===== config.mk =====
export PLATFORM = sky130hd
export DESIGN_NAME = serial_add_ctrl
export DESIGN_NICKNAME = d
export VERILOG_FILES = /design/src/rtl/serial_add_ctrl.sv
export SDC_FILE = /design/constraint.sdc
export NUM_CORES = 1
export LEC_CHECK = 0
export ABC_AREA = 0
export CORE_ASPECT_RATIO = 0.9
export CORE_UTILIZATION = 43
export DETAILED_ROUTE_END_ITERATION = 10
export GPL_TIMING_DRIVEN = 0
export PLACE_DENSITY = 0.74
export SETUP_SLACK_MARGIN = 0.05
export SYNTH_ARGS = -nofsm -noshare
export SYNTH_HDL_FRONTEND = slang
export SYNTH_SLANG_ARGS = --single-unit

===== constraint.sdc =====
create_clock -name clk -period 2.63 [get_ports clk]
set_input_delay 0.789 -clock clk [delete_from_list [all_inputs] [get_ports clk]]
set_output_delay 0.789 -clock clk [all_outputs]
set_load 0.02 [all_outputs]

===== src/rtl/serial_add_ctrl.sv =====
// Bit-serial adder controller: a single 1-bit full adder is time-shared
// LSB first over WIDTH cycles. The registered result is published on the
// completion edge, and done pulses for one cycle after it.
module serial_add_ctrl #(
  parameter int unsigned WIDTH = 8
) (
  input  logic             clk,
  input  logic             rst_n,
  input  logic             start,
  input  logic [WIDTH-1:0] a,
  input  logic [WIDTH-1:0] b,
  input  logic             cin,
  output logic             busy,
  output logic             done,
  output logic [WIDTH-1:0] sum,
  output logic             cout
);

  localparam int unsigned CntW = (WIDTH > 1) ? $clog2(WIDTH) : 1;

  typedef enum logic [1:0] {
    StIdle = 2'b00,
    StRun  = 2'b01,
    StDone = 2'b10
  } state_e;

  state_e           r_state;
  logic [WIDTH-1:0] r_a;
  logic [WIDTH-1:0] r_b;
  logic [WIDTH-1:0] r_acc;
  logic [WIDTH-1:0] r_sum;
  logic             r_carry;
  logic             r_cout;
  logic             r_busy;
  logic             r_done;
  logic [CntW-1:0]  r_cnt;

  logic             w_x;
  logic             w_y;
  logic             w_s;
  logic             w_c;
  logic             w_last;
  logic [WIDTH-1:0] w_acc_nxt;

  // The one shared full adder, fed from the operand LSBs and the carry flop
  assign w_x = r_a[0];
  assign w_y = r_b[0];
  assign w_s = w_x ^ w_y ^ r_carry;
  assign w_c = (w_x & w_y) | (w_x & r_carry) | (w_y & r_carry);

  // Sum bits enter from the MSB side so that after WIDTH shifts bit 0 holds the first sum bit
  assign w_acc_nxt = {w_s, r_acc[WIDTH-1:1]};
  assign w_last    = (r_cnt == CntW'(WIDTH - 1));

  // Control FSM, serial datapath and registered outputs
  always_ff @(posedge clk or negedge rst_n) begin
    if (!rst_n) begin
      r_state <= StIdle;
      r_a     <= '0;
      r_b     <= '0;
      r_acc   <= '0;
      r_sum   <= '0;
      r_carry <= 1'b0;
      r_cout  <= 1'b0;
      r_busy  <= 1'b0;
      r_done  <= 1'b0;
      r_cnt   <= '0;
    end else begin
      case (r_state)
        StIdle: begin
          r_done <= 1'b0;
          if (start) begin
            r_a     <= a;
            r_b     <= b;
            r_carry <= cin;
            r_acc   <= '0;
            r_cnt   <= '0;
            r_busy  <= 1'b1;
            r_state <= StRun;
          end
        end
        StRun: begin
          r_acc   <= w_acc_nxt;
          r_carry <= w_c;
          r_a     <= r_a >> 1;
          r_b     <= r_b >> 1;
          r_cnt   <= r_cnt + 1'b1;
          if (w_last) begin
            r_sum   <= w_acc_nxt;
            r_cout  <= w_c;
            r_cnt   <= '0;
            r_busy  <= 1'b0;
            r_done  <= 1'b1;
            r_state <= StDone;
          end
        end
        StDone: begin
          // start is deliberately ignored here
          r_done  <= 1'b0;
          r_state <= StIdle;
        end
        default: begin
          r_busy  <= 1'b0;
          r_done  <= 1'b0;
          r_state <= StIdle;
        end
      endcase
    end
  end

  assign busy = r_busy;
  assign done = r_done;
  assign sum  = r_sum;
  assign cout = r_cout;

endmodule


# Word-level counts from Yosys, hierarchy flattened
# Cells that the tools add are included.
[op_classes] eq_ne=5 addsub=1 bitwise_logic=8 reduce_logical=6 muxes=19
[ops] cell="8-bit case mux with 2 select lines" count=3
[ops] cell="8-bit two-way mux" count=3
[ops] cell="3-bit two-way mux" count=2
[ops] cell="3-bit case mux with 2 select lines" count=1
[ops] cell="2-bit AND reduction" count=3
[ops] cell="1-bit two-way mux" count=5
[ops] cell="2-bit two-way mux" count=2
[ops] cell="2-bit != test (second input constant)" count=2
[ops] cell="2-bit case mux with 2 select lines" count=1
[ops] cell="3-bit by 1-bit adder with 3-bit output (second input constant)" count=1
[ops] cell="1-bit bitwise AND" count=3
[ops] cell="3-bit == test (second input constant)" count=1
[ops] cell="1-bit case mux with 3 select lines" count=1
[ops] cell="3-bit AND reduction" count=1
[ops] cell="2-bit by 1-bit == test with 1-bit output (second input constant)" count=1
[ops] cell="2-bit == test (second input constant)" count=1
[ops] cell="2-bit zero test" count=1
[ops] cell="1-bit bitwise OR" count=2
[ops] cell="1-bit case mux with 2 select lines" count=1
[ops] cell="2-bit nonzero test" count=1
[ops] cell="1-bit XOR" count=2
[ops] cell="1-bit inverter" count=1
[totals] out_inout_bits=11 inputBits=20 word_cells=49 reg_bits=41

# Longest topological paths before layout
# Gate-level depths: netlist of run 1.
[logic_depth] word_depth=4 mapped_depth=5 ltp_nobuf=5

# Worst setup path before layout of run 1
# OpenSTA, ideal clock, no wires.
[synth_path] path_kind="in2reg" from="in start" to="reg r_a[0]" t_arrival_ns=1.438 setup_slack_ns=1.055 path_buffers=2 setup_ns=0.137 stages=5 cell_sequence="buf_2 -> o21ba_2 -> buf_4 -> nor2_1 -> a21oi_1"
[synth_via] elab_chain_cells=2
[synth_lines] element="start: declaration" line_no="9" text="input logic start,"
[synth_lines] element="2-bit != test (no line)"
[synth_lines] element="2-bit AND reduction (no line)"
[synth_lines] element="end signal: assignment" line_no="85" text="r_a <= r_a >> 1;"
[synth_lines] element="end: declaration" line_no="28" text="logic [WIDTH-1:0] r_a;"
# Every way passes these cells.
# A chain may end at the register's enable or synchronous reset.

# Worst setup path in the final report of run 1
[layout_path] from="reg r_busy, in the netlist busy" to="out busy"
[layout_rtl] element="start: declaration" line_no="34" text="logic r_busy;"
[layout_rtl] element="start signal: assignment" line_no="65" text="r_busy <= 1'b0;"
[layout_rtl] element="start signal: assignment" line_no="78" text="r_busy <= 1'b1;"
[layout_rtl] element="start signal: assignment" line_no="92" text="r_busy <= 1'b0;"
[layout_rtl] element="end: declaration" line_no="13" text="output logic busy,"
# No word-level cell between the ends.

==> flow_summary_export.csv, run 1 <==
group,metric,value,unit
run_status,status,"complete, no violations",
clock_network,cts_setup_buffers,0,
route,dr.pass1.iters,4,
grt,grt_max_degree,41,
grt,grt_pass1_vias,1131,
synth,syn_avg_cell_area,12.8,µm²
clock_network,cts_resized,0,
timing,fin_worst_skew,0.00548,ns
timing,setup_tns,0,ns
cells_and_area,nets,193,
timing,fin_crit,2.06,ns
route,drt-wirelength-per-cell,14.8,µm
synth,yosysSeqAreaShare,0.584,
synth,synth_area,1720,µm²
floorplanning,die_h,61.9,µm
synth,yosysUniqueCellTypes,27,
setup_path,reg2reg_depth,4,
setup_path,r2r-end,"sum[5]",
route,drt_iter0_markers,50,
synth,yosys_warnings,0,
floorplanning,die_w,68.6,µm
power,p_leak,0.952,nW
power,ir_drop,0.427,mV
setup_path,cpPeakStageDelay,0.61,ns
synth,synth.mux.area_fraction,0.0788,
cells_and_area,final_area,2130,µm²
route,routed_wl,3.17,mm
floorplanning,start_util,0.457,
route,via_per_inst,5.45,
route,drtAntennaViolNets,0,
setup_path,reg2reg_from,"r_cnt[0]",
setup_path,startpoint_type,"flip-flop",
setup_path,r2r_slack,1.15,ns
placed_design,dpl.hpwl,2.22,mm
grt,grt_overflow,0,
synth,synthCells,134,
worst_hold_path,hold_class,"reg2reg",
power,powerDensity,1190,nW/µm²
clock_network,tritoncts,"done",
cells_and_area,drive_above_1_share,0.179,
setup_path,crit_family,"buffers and inverters",
setup_path,criticalPathCategory,"reg2out",
synth,synth_top_area_frac,0.584,
synth,yosys.area.top_type,"dfrtp_1",
synth,synthXorXnorAreaFrac,0,
timing,setup_violations,0,
setup_path,crit_chain,"clkdlybuf4s50_1",
synth,synthesis.nets,157,
grt,grt_pass1_wl,5.33,mm
setup_path,crit_required,1.84,ns
synth,synth_fa_ha_area_frac,0.0263,
clock_network,hold_buffers,0,
cells_and_area,syn_to_final_growth,24.0,%
clock_network,clk_root_buffer_cell,"clkbuf_8",
cells_and_area,antennaDiodeCount,0,
timing,rsz0062_at_grt,"false",
setup_path,cpMaxStageDelayCell,"clkdlybuf4s50_1",
clock_network,cts_buffer_depth,2,
setup_path,arrival,1.27,ns
placed_design,gp_congestion,0.811,
timing,max_clock_freq,485,MHz
setup_path,crit_buf_inv,1,
route,num_vias,1167,
timing,fin_crit_sh,0.785,
timing,hold_viol,0,
floorplanning,die_area,4250,µm²
run,maxCapViolCount,0,
clock_network,clock_latency,0.28,ns
route,remaining_drc_errors,0,
synth,yosys-top-cells-area,"dfrtp_1 58%, mux2_4 7.9%, a22o_1 4.6%",
timing,slew_violations,0,
grt,antenna_found_initial,0,
setup_path,cp_max_fo,3,
floorplanning,placementRows,21,
placed_design,port_buffers,29,
clock_network,cts_buffers,5,
floorplanning,coreArea,3760,µm²
placed_design,dp.cells,209,
grt,track_usage,0.177,
floorplanning,io_pins,31,
synth,synth_simple_gate_area_frac,0.0883,
worst_hold_path,hp-start,"done",
clock_network,path_clk_slew,0.07,ns
clock_network,htree_levels,2,
worst_hold_path,whs_path_depth,2,
cells_and_area,stdcell_count,214,
worst_hold_path,worstHoldEndpoint,"done",
synth,synth_top_family_by_area,"compound AO/OA/AOI/OAI gates",
clock_network,cts.sinks,40,
synth,synth-compound-area-share,0.183,
timing,relSlewSlack,0.421,
synth,synth_seq_cells,40,
setup_path,cp-end-kind,"output port",
placed_design,dpl_cell_area,2060,µm²
timing,worstMarginPinSlew,0.869,ns
power,p_total,2.52,mW
## logic make-up (layout without fill, tap and decap cells)
group / count (synthesis) / count (layout)
AOI/OAI and AO/OA: 43 / 43
DFF: 40 / 40
and+or+nand+nor: 27 / 27
buffers and inverters: 12 / 46
muxes: 9 / 9
adders and majority gates: 3 / 3
## flip-flops by register name, indices dropped and copies added (netlist names)
register  count
r_b           8
r_cnt         3
r_carry       1
cout          1
done          1
r_state       2
sum           8
busy          1
r_acc         7
r_a           8
## layer usage
layer,up-vias,routed length [µm],track usage
li1,553,-,-
met1,574,1510,0.238
met2,34,1470,0.263
met3,6,147,0.0584
met4,0,45,0.0744
met5,-,0,0
## synthesized netlist by cell type (all sizes together)
| master | n |
|---|---|
| o21ba | 1 |
| fa | 1 |
| a21boi | 1 |
| nand3b | 5 |
| nand2b | 1 |
| inv | 4 |
| o21bai | 1 |
| o2bb2ai | 1 |
| nor2 | 14 |
| buf | 7 |
| a21oi | 11 |
| mux2 | 9 |
| nand2 | 5 |
| a32o | 1 |
| o22ai | 10 |
| o21ai | 2 |
| o221a | 5 |
| clkbuf | 1 |
| a22o | 9 |
| ha | 2 |
| nor2b | 2 |
| dfrtp | 40 |
| o31ai | 1 |
## placed cells by master (no fill, tap or decap), types with 2 or more instances in the layout
| master | netlist | final |
|---|---|---|
| ha_1 | 2 | 2 |
| a22o_1 | 9 | 9 |
| o221a_2 | 5 | 5 |
| dfrtp_1 | 40 | 40 |
| buf_2 | 4 | 5 |
| clkbuf_8 | 0 | 5 |
| nand2_1 | 4 | 4 |
| o21ai_0 | 2 | 2 |
| inv_1 | 4 | 4 |
| o22ai_1 | 10 | 10 |
| a21oi_1 | 11 | 11 |
| nand3b_1 | 5 | 5 |
| nor2_1 | 14 | 14 |
| clkdlybuf4s50_1 | 0 | 28 |
| mux2_4 | 9 | 9 |
| buf_6 | 2 | 2 |
## where the power goes
group	switching, mW	total (mW)	internal, mW	leakage [nW]
clock network	0.183	0.354	0.171	0.0359
logic	0.493	1.09	0.597	0.432
registers	0.178	1.08	0.899	0.484
total	0.854	2.52	1.67	0.952
## cell type report
type	instances	area (µm²)
fill	303	1630
inverter	4	15.0
timing repair buffer	29	285
clock buffer	5	68.8
tap	46	57.6
multi-input combinational	82	646
buffer	8	53.8
sequential	40	1000
## metrics by stage
stage                     worst slack (ns)  hold slack, ns  utilization
final                                0.566           0.501        0.566
after global routing                 0.510           0.530        0.566
after CTS                            0.552           0.506        0.566
after detailed placement             0.864           0.491        0.548
after global placement              -0.107           0.478        0.549
after floorplan                       1.05           0.462            -
## worst max-delay path by stage
| stage | from | to | slack [ns] | depth (start not counted) |
|---|---|---|---|---|
| after floorplan | start | r_a[0] | 1.05 | 5 |
| after global placement | rst_n | r_a[4] | -0.11 | 1 |
| after detailed placement | busy | busy | 0.86 | 1 |
| after CTS | busy | busy | 0.55 | 1 |
| after global routing | busy | busy | 0.51 | 1 |
| final | busy | busy | 0.57 | 1 |
Power figures use the tool's default switching activity.
==> run 2: changes to the inputs <==
PLACE_DENSITY = 0.77   (was 0.74)
clock period = 1.8 ns   (was 2.63 ns; I/O delays follow)
==> run 2 against run 1 <==
Flip-flop and latch count stayed put. Die area stayed put. Register-to-register slack worse by 0.83 ns. Core utilization is 0.13 points higher. Power is 45% higher. First-iteration DRC count is 68% higher. Critical endpoint unchanged. Clock skew is 0.0017 ns higher. Non-clock buffer count stayed put. Critical path depth stayed put. Hold slack worse by 0.15 ns. Largest power group is now sequential cells.
==> flow_summary_export.csv, run 2 (synthesized netlist as in run 1, its figures left out) <==
group,metric,value,unit
route,num_vias,1178,
setup_path,crit_family,"flip-flops",
timing,hold_viol,0,
route,drt-wirelength-per-cell,14.7,µm
floorplanning,io_pins,31,
floorplanning,start_util,0.457,
timing,holdWs,0.352,ns
timing,rsz0062_at_grt,"false",
power,p_sw,1.29,mW
setup_path,startpoint_type,"flip-flop",
cells_and_area,nets,193,
grt,grt_pass1_wl,5.44,mm
power,powerDensity,1720,nW/µm²
setup_path,cp_max_fo,3,
route,routed_wl,3.19,mm
cells_and_area,multi_input_area,646,µm²
cells_and_area,final_common_cell,"dfrtp_1",
run_status,status,"complete, no violations",
setup_path,r2r-end,"sum[6]",
floorplanning,coreArea,3760,µm²
clock_network,cts_buffer_depth,2,
setup_path,crit_required,1.26,ns
timing,fin_crit_sh,0.866,
clock_network,path_clk_slew,0.08,ns
setup_path,reg2reg_depth,4,
placed_design,dp.cells,209,
placed_design,port_buffers,29,
clock_network,cts.sinks,40,
run,maxCapViolCount,0,
power,switching_share,0.353,
route,remaining_drc_errors,0,
worst_hold_path,hold_class,"in2async",
route,drtAntennaViolNets,0,
floorplanning,die_area,4250,µm²
setup_path,crit_chain,"dlygate4sd2_1",
clock_network,hold_buffers,0,
timing,fin_worst_skew,0.00714,ns
route,drt_iter0_markers,84,
cells_and_area,final_area,2130,µm²
placed_design,gp_congestion,0.770,
setup_path,criticalPathCategory,"reg2out",
timing,setup_violations,0,
cells_and_area,drive_above_1_share,0.193,
power,clockPowerShare,0.160,
placed_design,dpl.hpwl,2.20,mm
timing,setup_tns,0,ns
timing,worstMarginPinSlew,0.860,ns
setup_path,arrival,1.02,ns
timing,relSlewSlack,0.426,
grt,grt_pass1_vias,1187,
cells_and_area,num-fill-cells,304,
power,p_seq_frac,0.428,
setup_path,reg2reg_from,"r_cnt[0]",
floorplanning,placementRows,21,
setup_path,cpPeakStageDelay,0.40,ns
floorplanning,die_w,68.6,µm
placed_design,dpl_cell_area,2060,µm²
setup_path,cpMaxStageDelayCell,"dfrtp_1",
cells_and_area,regArea,1000,µm²
setup_path,r2r_slack,0.32,ns
clock_network,cts_setup_buffers,0,
route,via_per_inst,5.43,
cells_and_area,stdcell_count,217,
timing,slew_violations,0,
grt,antenna_found_initial,0,
power,comb_power_share,0.413,
cells_and_area,antennaDiodeCount,0,
cells_and_area,final_cell_mix,"40 x dfrtp_1, 17 x clkdlybuf4s50_1, 14 x nor2_1",
clock_network,cts_buffers,5,
timing,max_clock_freq,642,MHz
setup_path,crit_buf_inv,1,
timing,fin_crit,1.56,ns
grt,track_usage,0.177,
power,p_total,3.67,mW
placed_design,pre_cts_ws,0.282,ns
grt,grt_overflow,0,
cells_and_area,post-route-util,0.567,
grt,grt_max_degree,41,
timing,finalWorstSetupSlack,0.241,ns
clock_network,clock_latency,0.29,ns
power,p_int,2.37,mW
floorplanning,die_h,61.9,µm
route,dr.pass1.iters,4,
clock_network,htree_levels,2,
clock_network,tritoncts,"done",
setup_path,cp-end-kind,"output port",
cells_and_area,syn_to_final_growth,24.3,%
clock_network,clk_root_buffer_cell,"clkbuf_8",
power,ir_drop,0.636,mV
power,p_leak,0.988,nW
run 2: power groups by stage:
| stage | combinational, mW | clock [mW] | sequential [mW] |
|---|---|---|---|
| 2_1_floorplan | 0.990 | 0 | 1.67 |
| 3_3_place_gp | 1.56 | 0 | 1.56 |
| 5_1_grt | 1.68 | 0.639 | 1.63 |
| 6_report | 1.51 | 0.585 | 1.57 |
| 4_1_cts | 1.53 | 0.600 | 1.57 |
| 3_5_place_dp | 1.61 | 0 | 1.59 |
run 2: area by class of cell:
cell class / count / area share
inverters: 4 / 0.00704
multi-input cells: 82 / 0.303
well taps: 46 / 0.0270
clock inverters: 3 / 0.00880
plain buffers: 8 / 0.0252
clock buffers: 5 / 0.0323
flip-flops and latches: 40 / 0.469
repair buffers: 29 / 0.127
run 2: worst max-delay path by stage:
| stage | from | to | slack [ns] | cells after the start |
|---|---|---|---|---|
| after floorplan | r_cnt[0] | cout | 0.41 | 4 |
| after global placement | rst_n | r_a[3] | -0.67 | 1 |
| after detailed placement | busy | busy | 0.28 | 1 |
| after CTS | busy | busy | 0.22 | 1 |
| after global routing | busy | busy | 0.19 | 1 |
| final | busy | busy | 0.24 | 1 |
run 2: per-layer routing:
metal	global-route usage	wire (µm)	vias up
li1	-	-	558
met1	0.237	1480	572
met2	0.277	1510	43
met3	0.0438	161	5
met4	0.0714	39	0
met5	0	0	-
run 2: repair_timing:
action,CTS,global route
gates resized for setup,11,0
endpoints found under the setup margin,11,0
hold endpoints to repair,0,0
